**src/rtl/acc_icb_pkg.sv**
```systemverilog
// Shared types and register map for the matrix-accelerator ICB driver.
// Holds the FSM and step encodings plus the STAT/CONFIG/BASERDADDR offsets.
package acc_icb_pkg;

  typedef enum logic [2:0] {
    S_IDLE,
    S_CMD,
    S_RSP,
    S_GAP,
    S_FINISH
  } state_e;

  typedef enum logic [2:0] {
    STEP_CFG,
    STEP_BASE,
    STEP_GO,
    STEP_CLR,
    STEP_POLL
  } step_e;

  localparam logic [31:0] STAT_OFS = 32'h0;
  localparam logic [31:0] CFG_OFS  = 32'h4;
  localparam logic [31:0] BASE_OFS = 32'h8;

  localparam int STAT_START_BIT = 0;
  localparam int STAT_DONE_BIT  = 0;

endpackage

```
**src/rtl/acc_icb_driver.sv**
```systemverilog
// ICB initiator that programs the accelerator and polls STAT until done.
// Define ACC_ICB_DRV_TIMEOUT_EN to abort polling after MAX_POLLS reads.
module acc_icb_driver
  import acc_icb_pkg::*;
#(
  parameter logic [31:0] BASE_ADDR = 32'h1004_2000,
  parameter int          POLL_GAP  = 4,
  parameter int          MAX_POLLS = 1024
) (
  input  logic        clk,
  input  logic        rst,
  input  logic        start,
  input  logic [31:0] cfg_word,
  input  logic [31:0] base_word,
  output logic        busy,
  output logic        done,
  output logic        err,
  output logic        timeout,
  output logic [15:0] poll_count,
  output logic        icb_cmd_valid,
  input  logic        icb_cmd_ready,
  output logic        icb_cmd_read,
  output logic [31:0] icb_cmd_addr,
  output logic [31:0] icb_cmd_wdata,
  output logic [3:0]  icb_cmd_wmask,
  input  logic        icb_rsp_valid,
  output logic        icb_rsp_ready,
  input  logic [31:0] icb_rsp_rdata,
  input  logic        icb_rsp_err
);

  state_e      state;
  step_e       step;
  logic [31:0] cfg_q;
  logic [31:0] base_q;
  logic        err_q;
  logic        timeout_q;
  logic [15:0] gap_cnt;
  logic        poll_limit_hit;

`ifdef ACC_ICB_DRV_TIMEOUT_EN
  assign poll_limit_hit =
    {16'd0, poll_count} >= 32'(MAX_POLLS);
`else
  logic unused_max_polls;
  assign unused_max_polls = (MAX_POLLS != 0);
  assign poll_limit_hit   = 1'b0;
`endif

  logic unused_rdata;
  assign unused_rdata = ^icb_rsp_rdata[31:1];

  assign busy          = (state != S_IDLE);
  assign done          = (state == S_FINISH);
  assign err           = err_q;
  assign timeout       = timeout_q;
  assign icb_cmd_valid = (state == S_CMD);
  assign icb_rsp_ready = (state == S_RSP);

  // Fields decode from registered step/captures, so they hold until handshake.
  always_comb begin
    icb_cmd_read  = 1'b0;
    icb_cmd_addr  = '0;
    icb_cmd_wdata = '0;
    icb_cmd_wmask = 4'h0;
    if (state == S_CMD) begin
      unique case (1'b1)
        (step == STEP_CFG): begin
          icb_cmd_addr  = BASE_ADDR + CFG_OFS;
          icb_cmd_wdata = cfg_q;
          icb_cmd_wmask = 4'hF;
        end
        (step == STEP_BASE): begin
          icb_cmd_addr  = BASE_ADDR + BASE_OFS;
          icb_cmd_wdata = base_q;
          icb_cmd_wmask = 4'hF;
        end
        (step == STEP_GO): begin
          icb_cmd_addr  = BASE_ADDR + STAT_OFS;
          icb_cmd_wdata = 32'd1 << STAT_START_BIT;
          icb_cmd_wmask = 4'hF;
        end
        (step == STEP_CLR): begin
          icb_cmd_addr  = BASE_ADDR + STAT_OFS;
          icb_cmd_wmask = 4'hF;
        end
        (step == STEP_POLL): begin
          icb_cmd_addr = BASE_ADDR + STAT_OFS;
          icb_cmd_read = 1'b1;
        end
        default: ;
      endcase
    end
  end

  always_ff @(posedge clk or posedge rst) begin
    if (rst) begin
      state      <= S_IDLE;
      step       <= STEP_CFG;
      cfg_q      <= '0;
      base_q     <= '0;
      err_q      <= 1'b0;
      timeout_q  <= 1'b0;
      poll_count <= '0;
      gap_cnt    <= '0;
    end else begin
      unique case (state)
        S_IDLE: begin
          if (start) begin
            cfg_q      <= cfg_word;
            base_q     <= base_word;
            err_q      <= 1'b0;
            timeout_q  <= 1'b0;
            poll_count <= '0;
            step       <= STEP_CFG;
            state      <= S_CMD;
          end
        end
        S_CMD: begin
          if (icb_cmd_ready) begin
            if (step == STEP_POLL && poll_count != 16'hFFFF)
              poll_count <= poll_count + 16'd1;
            state <= S_RSP;
          end
        end
        S_RSP: begin
          if (icb_rsp_valid) begin
            if (icb_rsp_err) begin
              err_q <= 1'b1;
              state <= S_FINISH;
            end else if (step != STEP_POLL) begin
              step  <= step_e'(step + 3'd1);
              state <= S_CMD;
            end else if (icb_rsp_rdata[STAT_DONE_BIT]) begin
              state <= S_FINISH;
            end else if (poll_limit_hit) begin
              timeout_q <= 1'b1;
              state     <= S_FINISH;
            end else if (POLL_GAP == 0) begin
              state <= S_CMD;
            end else begin
              gap_cnt <= 16'(POLL_GAP - 1);
              state   <= S_GAP;
            end
          end
        end
        S_GAP: begin
          if (gap_cnt == 16'd0) state <= S_CMD;
          else gap_cnt <= gap_cnt - 16'd1;
        end
        S_FINISH: state <= S_IDLE;
        default:  state <= S_IDLE;
      endcase
    end
  end

endmodule

```
**config.mk**
```make
export PLATFORM = sky130hd
export DESIGN_NAME = acc_icb_driver
export DESIGN_NICKNAME = d
export VERILOG_FILES = /design/src/rtl/acc_icb_pkg.sv /design/src/rtl/acc_icb_driver.sv
export SDC_FILE = /design/constraint.sdc
export NUM_CORES = 1
export LEC_CHECK = 0
export CAP_MARGIN = 5
export CORE_AREA = 8 8 121 123
export DETAILED_ROUTE_END_ITERATION = 8
export DIE_AREA = 0 0 129 131
export MAX_ROUTING_LAYER = met4
export PLACE_DENSITY_LB_ADDON = 0.25
export SYNTH_ARGS = -nofsm -noshare
export SYNTH_HDL_FRONTEND = slang
export SYNTH_SLANG_ARGS = --single-unit
```
**constraint.sdc**
```tcl
create_clock -name clk -period 9.4 [get_ports clk]
set_clock_uncertainty 0.1 [all_clocks]
set_input_delay 1.88 -clock clk [delete_from_list [all_inputs] [get_ports clk]]
set_output_delay 1.88 -clock clk [all_outputs]
set_load 0.02 [all_outputs]
```
# Yosys cells after proc, flatten, opt, wreduce, memory -nomap -nowiden
# Cells that the tools add are included.
[totals]
mem_count = 0
latch_bits = 0
register_bits = 103
output_inout_bits = 91
inputBits = 102
romBits = 0
word_cells = 82
mem_bits_rw = 0
[classes]
bitwise_logic = 0
eq_ne = 21
n_addsub = 3
n_mux = 35
reduce_logical = 16
magnitude_cmp = 0
div_mod_pow = 0
shifts = 0
mul = 0
[op_table]
columns = ["op", "n"]
rows = [
  ["16-bit two-way mux", 8],
  ["32-bit one-hot mux with 3 select lines", 1],
  ["29-bit one-hot mux with 3 select lines", 1],
  ["32-bit two-way mux", 2],
  ["16-bit one-hot mux with 2 select lines", 2],
  ["3-bit two-way mux", 11],
  ["16-bit by 1-bit adder with 16-bit output (second input constant)", 1],
  ["16-bit zero test", 1],
  ["16-bit != test (second input constant)", 1],
  ["16-bit by 1-bit subtractor with 16-bit output (second input constant)", 1],
  ["2-bit != test (second input constant)", 7],
  ["3-bit by 2-bit == test with 1-bit output (second input constant)", 4],
  ["3-bit one-hot mux with 4 select lines", 1],
  ["4-bit AND reduction", 3],
  ["4-bit two-way mux", 2],
  ["2-bit by 1-bit != test with 1-bit output (second input constant)", 4],
  ["3-bit by 1-bit == test with 1-bit output (second input constant)", 2],
  ["3-bit == test (second input constant)", 2],
  ["3-bit zero test", 2],
  ["3-bit one-hot mux with 2 select lines", 1],
  ["6-bit AND reduction", 1],
  ["2-bit nonzero test", 3],
  ["1-bit two-way mux", 5],
  ["5-bit AND reduction", 1],
  ["8 further kinds", 8],
]

# Longest topological paths before layout
# Gate-level depths: netlist of the first run.
[depth]
depth_word = 5
ltp_mapped = 8
mapped_depth_nobuf = 6

# Worst setup path after synthesis of the first run
# Ideal clock, no wire load.
[synth_path]
path_kind = "register to output"
startpoint = "register state[1]"
endpoint = "output port icb_cmd_addr[18]"
path_slack_ns = 5.550
required_ns = 7.420
path_stages_with_launch = 7
n_path_buf = 2
arrival_time_ns = 1.870
path_cell_list = "dfrtp_1 clkbuf_1 or3b_1 inv_2 o21a_1 or2_2 buf_4"
[synth_via]
elab_chain_cells = 2
[synth_rtl]
columns = ["item", "line_no", "rtl"]
rows = [
  ["from (decl)", "acc_icb_driver.sv:32", "state_e state;"],
  ["from (signal assigned)", "acc_icb_driver.sv:98", "state <= S_IDLE;"],
  ["from (signal assigned)", "acc_icb_driver.sv:116", "state <= S_CMD;"],
  ["from (signal assigned)", "acc_icb_driver.sv:123", "state <= S_RSP;"],
  ["3-bit by 1-bit == test with 1-bit output", "n/a", ""],
  ["via icb_cmd_valid", "acc_icb_driver.sv:20", "output logic icb_cmd_valid,"],
  ["32-bit two-way mux", "acc_icb_driver.sv:66", "if (state == S_CMD) begin"],
  ["to (decl)", "acc_icb_driver.sv:23", "output logic [31:0] icb_cmd_addr,"],
]
# The timed path passes the listed nets, and every way through them passes these cells.

# Worst setup path in the final report of the first run
[layout_path]
startpoint = "register state[0]"
endpoint = "output port icb_cmd_wdata[0]"
[layout_via]
elab_chain_cells = 2
[layout_rtl]
columns = ["item", "line_no", "rtl"]
rows = [
  ["3-bit by 1-bit == test with 1-bit output", "acc_icb_driver.sv:66", ""],
  ["32-bit two-way mux", "acc_icb_driver.sv:66", ""],
  ["to (decl)", "acc_icb_driver.sv:24", "output logic [31:0] icb_cmd_wdata,"],
]
# Every way passes these cells.

==> results.toml, run 1 <==
[status]
status = "completed"

[cts]
cts_tree = "yes"
post-cts-setup-buffer-count = 0
cts_resized = 0
clk_latency_ns = 0.34
cts.sinks = 103
cts_root_buffer = "clkbuf_16"
path_clk_slew_ns = 0.07
cts_buffer_depth = 2
holdBufCountCts = 0
cts_buffers = 9
htree_levels = 3

[synthesis]
synth.ff_latch_count = 103
synth-seq-area-share_pct = 46.86
yosysMostFrequentCell = "nand2_1"
ys.flop_type = "dfrtp_1"
synthTopCellsByCount = "nand2_1, dfrtp_1, nor2_1"
avgSynthCellArea_um2 = 8.436
yosys.area.top_type = "dfrtp_1"
syn_inst = 652
async_flop_share_pct = 100.0
ys_types = 49
synth_edf_count = 0
synth_area_leaders = "dfrtp_1, nand2_1, buf_4"
ys_warn_count = 0
syn_area_um2 = 5500
netlist.area_leader.share_pct = 46.86

[place]
placed_cells = 923
port_buffers = 133
place.detailed.hpwl_um = 10350
place_congestion = 0.8422

[setup_path]
endpoint_kind = "output port"
cp-start-kind = "flip-flop"
r2r_slack_ns = 6.79
startpoint = "state[0]"
crit_type = "reg2out"
crit_path_max_fanout = 32
r2r-start = "state[0]"
required_ns = 7.42
regToRegEndpoint = "poll_count[6]"
r2r_cells = 5
worstPathArrival_ns = 3.42

[pwr]
max-vdd-ir-drop_uv = 154.5
power.density_nw_per_um2 = 283.6
leakage_nw = 3.254

[detailed_routing]
highest_layer = "met4"
drtIter0Drc = 442
m1WireLength_um = 6344
postRouteAntennaNets = 0
wl_per_cell_um = 15.67
wl_met2_um = 7452
drc = 0
wl_um = 14710
vias_per_cell = 5.127
drt_pass1_iterations = 5
vias = 4814
dr_wl_met3_um = 817

[global_route]
grt_use_total_pct = 17.54
overflow = 0
grt_pass1_vias = 4726
grt_pass1_wl_um = 23150
antenna_found_initial = 0
grt_max_degree = 72

[floorplan]
start_util_pct = 42.72
core_area_um2 = 12870
dieArea_um2 = 16900
rows = 42
pin_count = 193
die_h_um = 131
die_w_um = 129

[timing]
min_period_ns = 5.404
finalSetupViolCount = 0
tightestPinTransition_ns = 1.213
hold_viol = 0
hold_ws_ns = 0.3776
slew_violations = 0
fmax_mhz = 185.1
fin_crit_sh_pct = 57.49
rsz0062_at_grt = "false"
maxSlewHeadroom_pct = 18.94
setup-tns-final_ns = 0

[layout]
stdcell_count = 939
drive_gt1_share_pct = 4.980
post-route-util_pct = 55.50
syn2layout_area_growth_pct = 29.91
diodes = 0
nNetsFinal = 867

[run]
maxCapViolCount = 0

[worst_hold_path]
hold-path-endpoint = "base_q[27]"
hold_path.class = "reg2reg"
whs_path_depth = 2
min_from = "base_q[27]"
where the power goes:
group,total (mW),internal [mW],switching [mW],leakage [nW]
Combinational,0.893,0.369,0.523,1.78
Sequential,0.723,0.608,0.115,1.32
Clock,0.411,0.242,0.169,0.155
metal layers:
metal | GRT usage [%] | up-vias
li1 | - | 2352
met1 | 20.68 | 2320
met2 | 29.50 | 131
met3 | 4.383 | 11
met4 | 4.492 | 0
met5 | - | -
cells by family (layout without fill, tap and decap cells):
| group | Yosys count | after routing | share of synthesized area [%] |
|---|---|---|---|
| adder cells (fa/ha/maj) | 7 | 7 | 1.592 |
| buffers and inverters | 81 | 165 | 7.803 |
| other | 1 | 28 | 0.06818 |
| multiplexers | 19 | 19 | 3.503 |
| flip-flops | 103 | 103 | 46.86 |
| AND/OR/NAND/NOR | 352 | 352 | 28.84 |
| AO/OA/AOI/OAI | 89 | 89 | 11.33 |
critical path, cell delays in order, from the launching register on:
cell and delay (ns):
dfrtp_1 0.53, or3b_1 0.47, inv_2 0.21, nand2_1 0.74
nor3_1 0.41, clkdlybuf4s50_1 0.70
stage by stage:
stage	total power [mW]	area [um^2]	setup slack, ns
final	2.026	7146	3.996
after global routing	2.174	7146	3.684
after CTS	2.047	7146	3.925
after detailed placement	1.630	6814	4.344
after global placement	1.598	6814	4.307
after floorplan	1.316	5602	4.716
placed cells by master, fill, tap and decap left out, drive strengths merged, types with 7 or more instances in the layout:
cell           instances
nand3                  8
nor2                  41
a21oi                 14
nor3                   9
a31oi                  7
nand2b                16
dfrtp                103
mux2i                 17
a22oi                 31
conb                  28
o21ai                  8
clkbuf                10
and2                   8
or3                   10
nand2                217
clkdlybuf4s50        133
ha                     7
inv                   12
or4                   11
registers in the layout, summed over array words and instances, names as in the netlist:
signal,flops
base_q,32
cfg_q,32
err,1
gap_cnt,16
poll_count,16
state,3
step,3
layout make-up:
| type | count | area [um^2] |
|---|---|---|
| clock buffers | 10 | 239.0 |
| flip-flops and latches | 103 | 2577 |
| clock inverters | 6 | 92.59 |
| fillers | 1197 | 5729 |
| well taps | 176 | 220.2 |
| multi-input cells | 495 | 2604 |
| inverters | 11 | 43.79 |
| repair buffers | 138 | 1369 |
how the worst max path moves through the flow:
stage	to	slack [ns]	cells after the start
2_1_floorplan	base_q[0]	4.72	1
3_3_place_gp	icb_cmd_wdata[0]	4.31	5
3_5_place_dp	icb_cmd_wdata[0]	4.34	5
4_1_cts	icb_cmd_wdata[0]	3.92	5
5_1_grt	icb_cmd_wdata[0]	3.68	5
6_report	icb_cmd_wdata[0]	4.00	5
Power figures use the tool's default switching activity.
==> run 2: changes to the inputs <==
--- a/config.mk
+++ b/config.mk
@@ -6,9 +6,9 @@
 export NUM_CORES = 1
 export LEC_CHECK = 0
 export CAP_MARGIN = 5
-export CORE_AREA = 8 8 121 123
+export CORE_AREA = 8 8 125 127
 export DETAILED_ROUTE_END_ITERATION = 8
-export DIE_AREA = 0 0 129 131
+export DIE_AREA = 0 0 133 135
 export MAX_ROUTING_LAYER = met4
 export PLACE_DENSITY_LB_ADDON = 0.25
 export SYNTH_ARGS = -nofsm -noshare
==> constraint.sdc (replaced) <==
create_clock -name clk -period 4.4 [get_ports clk]
set_clock_uncertainty 0.1 [all_clocks]
set_input_delay 0.88 -clock clk [delete_from_list [all_inputs] [get_ports clk]]
set_output_delay 0.88 -clock clk [all_outputs]
set_load 0.02 [all_outputs]
==> run 2 against run 1 <==
  * Highest routed layer unchanged
  * Worst hold slack worse by 0.0019 ns
  * First-iteration DRC count decreased by 24%
  * Clock-buffer cell count increased by 1
  * Critical path depth is 1 higher
  * Cell count up 0.64%
  * Combinational power grew 120%
  * Non-clock buffer count rose by 2
  * Sequential share of layout area rose by 0.12 points
  * Register-to-register slack got worse by 5.1 ns
==> results.toml, run 2 (synthesized netlist as in run 1, its figures left out) <==
[status]
status = "completed"

[layout]
reg.largest.list = "base_q x32, cfg_q x32"
mostFrequentLayoutCells = "nand2_1, clkdlybuf4s50_1, dfrtp_1"
syn2layout_area_growth_pct = 29.48
nFillCells = 1280
stdcell_area_um2 = 7122
diodes = 0
drive_gt1_share_pct = 5.098
nNetsFinal = 869
final_common_cell = "nand2_1"

[cts]
cts_buffer_depth = 2
holdBufCountCts = 0
cts.sinks = 103
clk_latency_ns = 0.35
htree_levels = 3
cts_root_buffer = "clkbuf_16"
cts_tree = "yes"
path_clk_slew_ns = 0.07
cts_resized = 0
post-cts-setup-buffer-count = 0
cts_buffers = 9

[place]
placed_area_um2 = 6847
port_buffers = 133
place.detailed.hpwl_um = 10520
place_congestion = 0.8311
place_ws_ns = 0.7698

[global_route]
overflow = 0
grt_pass1_wl_um = 24420
antenna_found_initial = 0
grt_use_total_pct = 17.09
grt_max_degree = 90
grt_pass1_vias = 4902

[detailed_routing]
vias = 4812
postRouteAntennaNets = 0
drt_pass1_iterations = 4
drc = 0
drtIter0Drc = 338
wl_um = 14850
wl_per_cell_um = 15.71
vias_per_cell = 5.092

[setup_path]
cp-start-kind = "flip-flop"
worstPathCellList = "or3b_1 -> inv_2 -> nand2_1 -> buf_4 -> nor2_1 -> clkdlybuf4s50_1"
worstPathArrival_ns = 3.04
max_stage_delay_ns = 0.64
required_ns = 3.42
crit_slowest_cell = "clkdlybuf4s50_1"
endpoint_kind = "output port"
crit_type = "reg2out"
crit_path_max_fanout = 23

[timing]
maxSlewHeadroom_pct = 42.37
fmax_mhz = 249.0
fin_crit_sh_pct = 91.29
finalSetupViolCount = 0
rsz0062_at_grt = "false"
worst_slack_ns = 0.3832
setup-tns-final_ns = 0
hold_viol = 0
tightestPinTransition_ns = 0.8579
min_period_ns = 4.017
slew_violations = 0

[run]
maxCapViolCount = 0

[floorplan]
pin_count = 193
start_util_pct = 40.41
dieArea_um2 = 17960
die_h_um = 135
rows = 43
die_w_um = 133
core_area_um2 = 13610

[pwr]
max-vdd-ir-drop_uv = 280.3
power_mw = 4.215
power.density_nw_per_um2 = 591.9
leakage_nw = 3.252

[worst_hold_path]
hold_path.class = "reg2reg"
-- run 2: changes by cell type in the layout (fill, tap and decap cells not counted), sizes merged --
cell / delta
clkbuf: +1
buf: +2
clkinv: +3
clkinvlp: -2
bufinv: -2
-- run 2: final timing paths --
check | slack, ns | start | cells past startpoint | endpoint
setup / recovery | 0.38 | state[0] | 6 | icb_cmd_wdata[29]
hold / removal | 0.38 | cfg_q[24] | 2 | cfg_q[24]
setup reg to reg | 1.72 | state[0] | 5 | poll_count[6]
hold reg to reg | 0.38 | cfg_q[24] | 2 | cfg_q[24]
max in group asynchronous | 2.78 | rst | 3 | base_q[6]
min in group asynchronous | 0.70 | rst | 2 | cfg_q[28]
-- run 2: metal layers --
layer	track usage [%]	share of wire [%]
met5	-	0
met4	4.038	0.63
met3	4.681	5.1
met2	29.89	53
met1	19.03	41
-- run 2: cell type report --
| cell class | instances | area [um^2] | share of cell area [%] |
|---|---|---|---|
| multi-input cells | 495 | 2604 | 36.56 |
| well taps | 180 | 225.2 | 3.162 |
| clock buffers | 11 | 242.7 | 3.408 |
| inverters | 11 | 43.79 | 0.6149 |
| clock inverters | 5 | 32.53 | 0.4568 |
| flip-flops and latches | 103 | 2577 | 36.19 |
| repair buffers | 140 | 1396 | 19.61 |
-- run 2: through the flow --
step	hold slack, ns	cells	utilization [%]
after floorplan	0.3460	679	-
after global placement	0.3578	929	50.30
after detailed placement	0.3633	929	50.30
after CTS	0.3797	945	52.32
after global routing	0.3950	945	52.32
final	0.3757	945	52.32
-- run 2: critical path, delay by kind of cell, from the launching register on --
family | cells | cell delay [ns]
flops | 1 | 0.52
simple gates | 3 | 0.97
buf+inv | 3 | 1.19
-- run 2: report_power, final --
group	internal (mW)	switching, mW
registers	1.30	0.243
clock network	0.399	0.348
logic	0.804	1.12
